==> config.mk <==
export PLATFORM = sky130hd
export DESIGN_NAME = rollback_ring_buffer_flat
export DESIGN_NICKNAME = d
export VERILOG_FILES = /design/src/rtl/rollback_ring_buffer_if.sv /design/src/rtl/rollback_ring_buffer.sv /design/src/flat_wrapper.sv
export SDC_FILE = /design/constraint.sdc
export NUM_CORES = 1
export LEC_CHECK = 0
export BUFFER_PORTS_ARGS = -buffer_cell sky130_fd_sc_hd__buf_2
export CAP_MARGIN = 30
export CELL_PAD_IN_SITES_DETAIL_PLACEMENT = 1
export CELL_PAD_IN_SITES_GLOBAL_PLACEMENT = 1
export CORE_AREA = 3 3 69 71
export DETAILED_ROUTE_END_ITERATION = 12
export DIE_AREA = 0 0 72 74
export PLACE_DENSITY_LB_ADDON = 0.2
export SETUP_SLACK_MARGIN = 0.5
export SKIP_LAST_GASP = 1
export SLEW_MARGIN = 20
export SYNTH_ARGS = -nofsm -noshare
export SYNTH_HDL_FRONTEND = slang
export SYNTH_SLANG_ARGS = --single-unit
==> constraint.sdc <==
create_clock -name clk -period 2.9 [get_ports clk]
set_input_delay 0 -clock clk [delete_from_list [all_inputs] [get_ports clk]]
set_output_delay 0 -clock clk [all_outputs]
set_load 0.02 [all_outputs]
==> src/rtl/rollback_ring_buffer_if.sv <==
// Handshake bundle for rollback_ring_buffer: alloc, free and rollback
// channels plus status; master drives requests, slave is the buffer.
interface rollback_ring_buffer_if #(
  parameter int NBITS     = 8,
  parameter int IDX_NBITS = 2
);
  logic                 alloc_en;
  logic [NBITS-1:0]     alloc_data;
  logic                 alloc_rdy;
  logic [IDX_NBITS-1:0] alloc_idx;
  logic                 free_en;
  logic                 free_val;
  logic [NBITS-1:0]     free_data;
  logic [IDX_NBITS-1:0] free_idx;
  logic                 rollback_en;
  logic                 rollback_rdy;
  logic [IDX_NBITS:0]   count;
  logic                 empty;
  logic                 full;

  modport master (
    output alloc_en, alloc_data, free_en, rollback_en,
    input  alloc_rdy, alloc_idx, free_val, free_data,
    input  free_idx, rollback_rdy, count, empty, full
  );

  modport slave (
    input  alloc_en, alloc_data, free_en, rollback_en,
    output alloc_rdy, alloc_idx, free_val, free_data,
    output free_idx, rollback_rdy, count, empty, full
  );
endinterface

==> src/rtl/rollback_ring_buffer.sv <==
// Circular in-order tracking store with alloc at tail, free at head and
// rollback of the newest entry. Ports: clk, reset (async, active-low),
// bus (rollback_ring_buffer_if.slave), err only with RING_ERR_FLAG_EN.
module rollback_ring_buffer #(
  parameter int NBITS     = 8,
  parameter int SIZE      = 4,
  parameter int IDX_NBITS = 2
) (
  input  logic clk,
  input  logic reset,
  rollback_ring_buffer_if.slave bus
`ifdef RING_ERR_FLAG_EN
  ,
  output logic err
`endif
);

  localparam logic [IDX_NBITS-1:0] LAST =
    IDX_NBITS'(SIZE - 1);
  localparam logic [IDX_NBITS:0] CNT_FULL =
    (IDX_NBITS + 1)'(SIZE);
  localparam logic [IDX_NBITS:0] CNT_ONE =
    (IDX_NBITS + 1)'(1);

  logic [NBITS-1:0]     mem [SIZE];
  logic [IDX_NBITS-1:0] head;
  logic [IDX_NBITS-1:0] tail;
  logic [IDX_NBITS:0]   count;

  logic                 empty;
  logic                 full;
  logic                 alloc_rdy;
  logic                 rollback_rdy;
  logic                 fire_a;
  logic                 fire_f;
  logic                 fire_r;
  logic [IDX_NBITS-1:0] head_inc;
  logic [IDX_NBITS-1:0] tail_inc;
  logic [IDX_NBITS-1:0] tail_dec;
  logic [IDX_NBITS-1:0] tail_nxt;
  logic [IDX_NBITS:0]   count_nxt;

  assign empty = (count == '0);
  assign full  = (count == CNT_FULL);

  // Rollback blocks alloc; at one entry a free takes priority.
  assign alloc_rdy    = !full && !bus.rollback_en;
  assign rollback_rdy = (count > CNT_ONE) ||
                        ((count == CNT_ONE) && !bus.free_en);

  assign fire_a = bus.alloc_en && alloc_rdy;
  assign fire_f = bus.free_en && !empty;
  assign fire_r = bus.rollback_en && rollback_rdy;

  // Explicit compare-and-wrap keeps non-power-of-two sizes correct.
  assign head_inc = (head == LAST) ? '0
                  : head + IDX_NBITS'(1);
  assign tail_inc = (tail == LAST) ? '0
                  : tail + IDX_NBITS'(1);
  assign tail_dec = (tail == '0) ? LAST
                  : tail - IDX_NBITS'(1);

  always_comb begin
    tail_nxt = tail;
    unique case (1'b1)
      fire_r:  tail_nxt = tail_dec;
      fire_a:  tail_nxt = tail_inc;
      default: tail_nxt = tail;
    endcase
  end

  assign count_nxt = count
                   + (IDX_NBITS + 1)'(fire_a)
                   - (IDX_NBITS + 1)'(fire_f)
                   - (IDX_NBITS + 1)'(fire_r);

  always_ff @(posedge clk or negedge reset) begin
    if (!reset) begin
      head  <= '0;
      tail  <= '0;
      count <= '0;
      for (int i = 0; i < SIZE; i++) mem[i] <= '0;
    end else begin
      if (fire_a) mem[tail] <= bus.alloc_data;
      if (fire_f) head <= head_inc;
      tail  <= tail_nxt;
      count <= count_nxt;
    end
  end

`ifdef RING_ERR_FLAG_EN
  logic bad_req;

  // Only structurally impossible requests; priority refusals are legal.
  assign bad_req = (bus.alloc_en && full) ||
                   (bus.free_en && empty) ||
                   (bus.rollback_en && empty);

  always_ff @(posedge clk or negedge reset) begin
    if (!reset) err <= 1'b0;
    else if (bad_req) err <= 1'b1;
  end
`endif

  assign bus.alloc_rdy    = alloc_rdy;
  assign bus.alloc_idx    = tail;
  assign bus.free_val     = !empty;
  assign bus.free_data    = mem[head];
  assign bus.free_idx     = head;
  assign bus.rollback_rdy = rollback_rdy;
  assign bus.count        = count;
  assign bus.empty        = empty;
  assign bus.full         = full;

endmodule

==> src/flat_wrapper.sv <==
// flat-port wrapper written by rule: the top's interface ports become plain ports
module rollback_ring_buffer_flat 
#(
  parameter int NBITS     = 8,
  parameter int SIZE      = 4,
  parameter int IDX_NBITS = 2
)
  (clk, reset, bus_alloc_en, bus_alloc_data, bus_free_en, bus_rollback_en, bus_alloc_rdy, bus_alloc_idx, bus_free_val, bus_free_data, bus_free_idx, bus_rollback_rdy, bus_count, bus_empty, bus_full);
  rollback_ring_buffer_if #(.NBITS(NBITS), .IDX_NBITS(IDX_NBITS)) bus_i ();
  input  logic clk;
  input  logic reset;
  input wire logic [$bits(bus_i.alloc_en)-1:0] bus_alloc_en;
  input wire logic [$bits(bus_i.alloc_data)-1:0] bus_alloc_data;
  input wire logic [$bits(bus_i.free_en)-1:0] bus_free_en;
  input wire logic [$bits(bus_i.rollback_en)-1:0] bus_rollback_en;
  output wire logic [$bits(bus_i.alloc_rdy)-1:0] bus_alloc_rdy;
  output wire logic [$bits(bus_i.alloc_idx)-1:0] bus_alloc_idx;
  output wire logic [$bits(bus_i.free_val)-1:0] bus_free_val;
  output wire logic [$bits(bus_i.free_data)-1:0] bus_free_data;
  output wire logic [$bits(bus_i.free_idx)-1:0] bus_free_idx;
  output wire logic [$bits(bus_i.rollback_rdy)-1:0] bus_rollback_rdy;
  output wire logic [$bits(bus_i.count)-1:0] bus_count;
  output wire logic [$bits(bus_i.empty)-1:0] bus_empty;
  output wire logic [$bits(bus_i.full)-1:0] bus_full;
  assign bus_i.alloc_en = bus_alloc_en;
  assign bus_i.alloc_data = bus_alloc_data;
  assign bus_i.free_en = bus_free_en;
  assign bus_i.rollback_en = bus_rollback_en;
  assign bus_alloc_rdy = bus_i.alloc_rdy;
  assign bus_alloc_idx = bus_i.alloc_idx;
  assign bus_free_val = bus_i.free_val;
  assign bus_free_data = bus_i.free_data;
  assign bus_free_idx = bus_i.free_idx;
  assign bus_rollback_rdy = bus_i.rollback_rdy;
  assign bus_count = bus_i.count;
  assign bus_empty = bus_i.empty;
  assign bus_full = bus_i.full;
  rollback_ring_buffer #(.NBITS(NBITS), .SIZE(SIZE), .IDX_NBITS(IDX_NBITS)) u_core (.clk(clk), .reset(reset), .bus(bus_i));
endmodule
==> results_dict.tcl <==
set metrics [dict create \
    status "finished, final reports clean" \
    yosysSeqAreaShare_pct 52.4 \
    p_comb_share_pct 48.5 \
    numCtsBuffers 5 \
    internal-power_mw 1.68 \
    tightest_slew_ps 640 \
    reg2reg_from "u_core.bus.count[0]$_DFF_PN0_" \
    synth_compound_area_share_pct 2.01 \
    overflow 0 \
    r2r_end "u_core.bus.count[2]$_DFF_PN0_" \
    whs_endpoint "u_core.bus.free_idx[0]$_DFFE_PN0P_" \
    r2r_setup_slack_ps 570 \
    fin_ws_ps 572 \
    fillers 439 \
    synth_top_family_by_area "multiplexers" \
    cap_violations 0 \
    ir_drop_mv 0.417 \
    ff2ff_path_depth 9 \
    synthXorXnorAreaFrac_pct 0.940 \
    p_seq_share_pct 38.6 \
    synthSimpleGateAreaFrac_pct 5.78 \
    num_rows 24 \
    drt-initial-drc-count 49 \
    pin_count 33 \
    finalHoldViolations 0 \
    yosysMostFrequentCell "dfrtp_1" \
    antenna_left 0 \
    seq_area_um2 978 \
    whs_ps 50.7 \
    die_h_um 74 \
    cts_tree "yes" \
    wire_per_inst_um 17.3 \
    power.clock.fraction_pct 12.9 \
    yosysWarnings 0 \
    clk_path_buf_depth 2 \
    finClkSkew_ps 2.13 \
    yosys.cell_types.count 23 \
    grt_pass1_wl_um 6330 \
    synthesis.area_um2 1860 \
    grt_pass1_vias 1288 \
    path_clk_slew_ps 70 \
    final_max_slew_viol_count 0 \
    cp_max_fo 4 \
    areaGrowthSynthToFinish_pct 25.1 \
    min_path_cells 3 \
    vias 1142 \
    critPathRequiredTime_ps 3070 \
    cts_sinks 39 \
    wirelength_um 3920 \
    hold_start "bus_free_en" \
    synthAdderAreaFrac_pct 6.45 \
    worst_setup_path_end_kind "register" \
    dieArea_um2 5330 \
    tns_ps 0 \
    multi_input_area_um2 872 \
    synthMuxAreaShare_pct 30.2 \
    cts_max_level 2 \
    diodes 0 \
    drive_above_1_share_pct 55.4 \
    rsz0062_at_grt "no" \
    async_reset_ff_share_pct 100 \
    route.detailed.drc 0 \
    synth_top_area_share_pct 52.4 \
    switching_share_pct 38.0 \
    p_leak_nw 1.09 \
    avgSynthCellArea_um2 15.1 \
    synth_common_cells "39 x dfrtp_1, 31 x mux2_2, 9 x inv_1" \
    finalSetupViolations 0 \
    powerDensity_nw_per_um2 1160 \
    crit_arrival_ps 2490 \
    fmax_ghz 0.430 \
    start_util_pct 43.4 \
    post-dp-hpwl_um 2660 \
    min_period_over_period_pct 80.3 \
    grt_antenna_before_repair 0 \
    final_cell_area_um2 2330 \
    ys_ff_latch 39 \
    coreArea_um2 4290 \
    power.switching_mw 1.03 \
    synth_ff_type "dfrtp_1" \
    clock_latency_ps 280 \
    dp_slack_ps 441 \
    die_w_um 72 \
    place_area_um2 2090 \
    grt_max_degree 40 \
    yosys.area.top_type "dfrtp_1" \
    startpoint "u_core.bus.count[0]$_DFF_PN0_" \
    synth_edf_count 0 \
    grt_util_all_layers_pct 15.8 \
    final.min_clock_period_ps 2330 \
    syn_nets 145 \
    viasPerCell 5.03 \
    hold_class "in -> reg" \
    yosys-top-cells-area "dfrtp_1 52%, mux2_2 19%, mux4_2 9.7%" \
    port-buffer-count 32 \
    syn_inst 123 \
    gp_congestion 0.758 \
    dr.pass1.iters 3 \
    nNetsFinal 196 \
    start_kind "register" \
    crit_type "reg -> reg" \
    cts_root_buf "clkbuf_8" \
    slew_headroom_pct 57.3 \
]
==> timing repair <==
item | CTS | global route
gates resized for setup | 2 | 4
buffers inserted | 2 | 2
pin swaps | 1 | 2
endpoints found under the hold margin | 71 | 0
setup endpoints to repair | 1 | 1
hold buffers | 9 | 0
==> metal layers <==
metal | track usage (%) | routed length, um | vias up
li1 | - | - | 541
met1 | 19.9 | 1680 | 579
met2 | 27.3 | 2090 | 17
met3 | 3.38 | 119 | 5
met4 | 5.01 | 39 | 0
met5 | 0 | 0 | -
==> worst max-delay path, stage by stage, from the launching register on <==
cell,delay (ps)
dfrtp_2,430
or3_4,420
nand2_4,80
inv_1,60
fa_2,560
inv_1,50
ha_1,170
ha_2,180
xnor2_2,140
xnor2_1,130
==> power by group through the flow <==
stage | Combinational (mW) | Sequential, mW | Clock [mW]
floorplan | 0.920 | 1.02 | 0
global placement | 1.20 | 1.04 | 0
detailed placement | 1.24 | 1.07 | 0
CTS | 1.29 | 1.05 | 0.369
global route | 1.42 | 1.08 | 0.392
finish | 1.31 | 1.04 | 0.349
==> registers in the layout, summed over array words and instances (netlist names) <==
| signal | flops |
|---|---|
| u_core.bus.free_idx | 2 |
| u_core.bus.alloc_idx | 2 |
| u_core.bus.count | 3 |
| u_core.mem | 32 |
==> worst max-delay path by stage <==
stage,end,slack (ps)
floorplan,u_core.bus.count[2]$_DFF_PN0_,500
global placement,u_core.bus.count[2]$_DFF_PN0_,550
detailed placement,u_core.bus.count[2]$_DFF_PN0_,440
CTS,u_core.bus.count[2]$_DFF_PN0_,500
global route,u_core.bus.count[2]$_DFF_PN0_,490
finish,u_core.bus.count[2]$_DFF_PN0_,570
==> area by class of cell <==
cell class,instances,area share [%]
multi-input cells,73,37.4
clock buffers,7,3.27
flip-flops and latches,39,42.0
inverters,9,1.45
clock inverters,1,0.215
repair buffers,46,12.9
well taps,52,2.79
==> metrics by stage <==
step / cells / utilization (%) / total power, mW
final: 227 / 54.3 / 2.70
after global routing: 227 / 54.3 / 2.90
after CTS: 224 / 53.1 / 2.72
after detailed placement: 205 / 48.6 / 2.32
after global placement: 205 / 48.6 / 2.24
after floorplan: 123 / - / 1.94
==> logic make-up after synthesis <==
| kind of cell | count (synthesis) |
|---|---|
| AOI/OAI and AO/OA | 5 |
| adders and majority gates | 9 |
| buffers and inverters | 11 |
| xor gates and xnor gates | 2 |
| and+or+nand+nor | 15 |
| DFF | 39 |
| muxes | 42 |
==> cell usage in the layout (no fill, tap or decap), types with 2 or more instances in the layout <==
| cell type | n |
|---|---|
| clkbuf_1 | 2 |
| nor2_1 | 3 |
| dfrtp_1 | 37 |
| mux4_2 | 8 |
| mux2_1 | 2 |
| nor3b_4 | 2 |
| mux2_2 | 31 |
| ha_1 | 7 |
| buf_4 | 4 |
| clkbuf_8 | 5 |
| nand2_2 | 4 |
| dfrtp_2 | 2 |
| inv_1 | 9 |
| dlygate4sd3_1 | 9 |
| buf_2 | 32 |
Note: power is estimated with default switching activity, not from simulation.
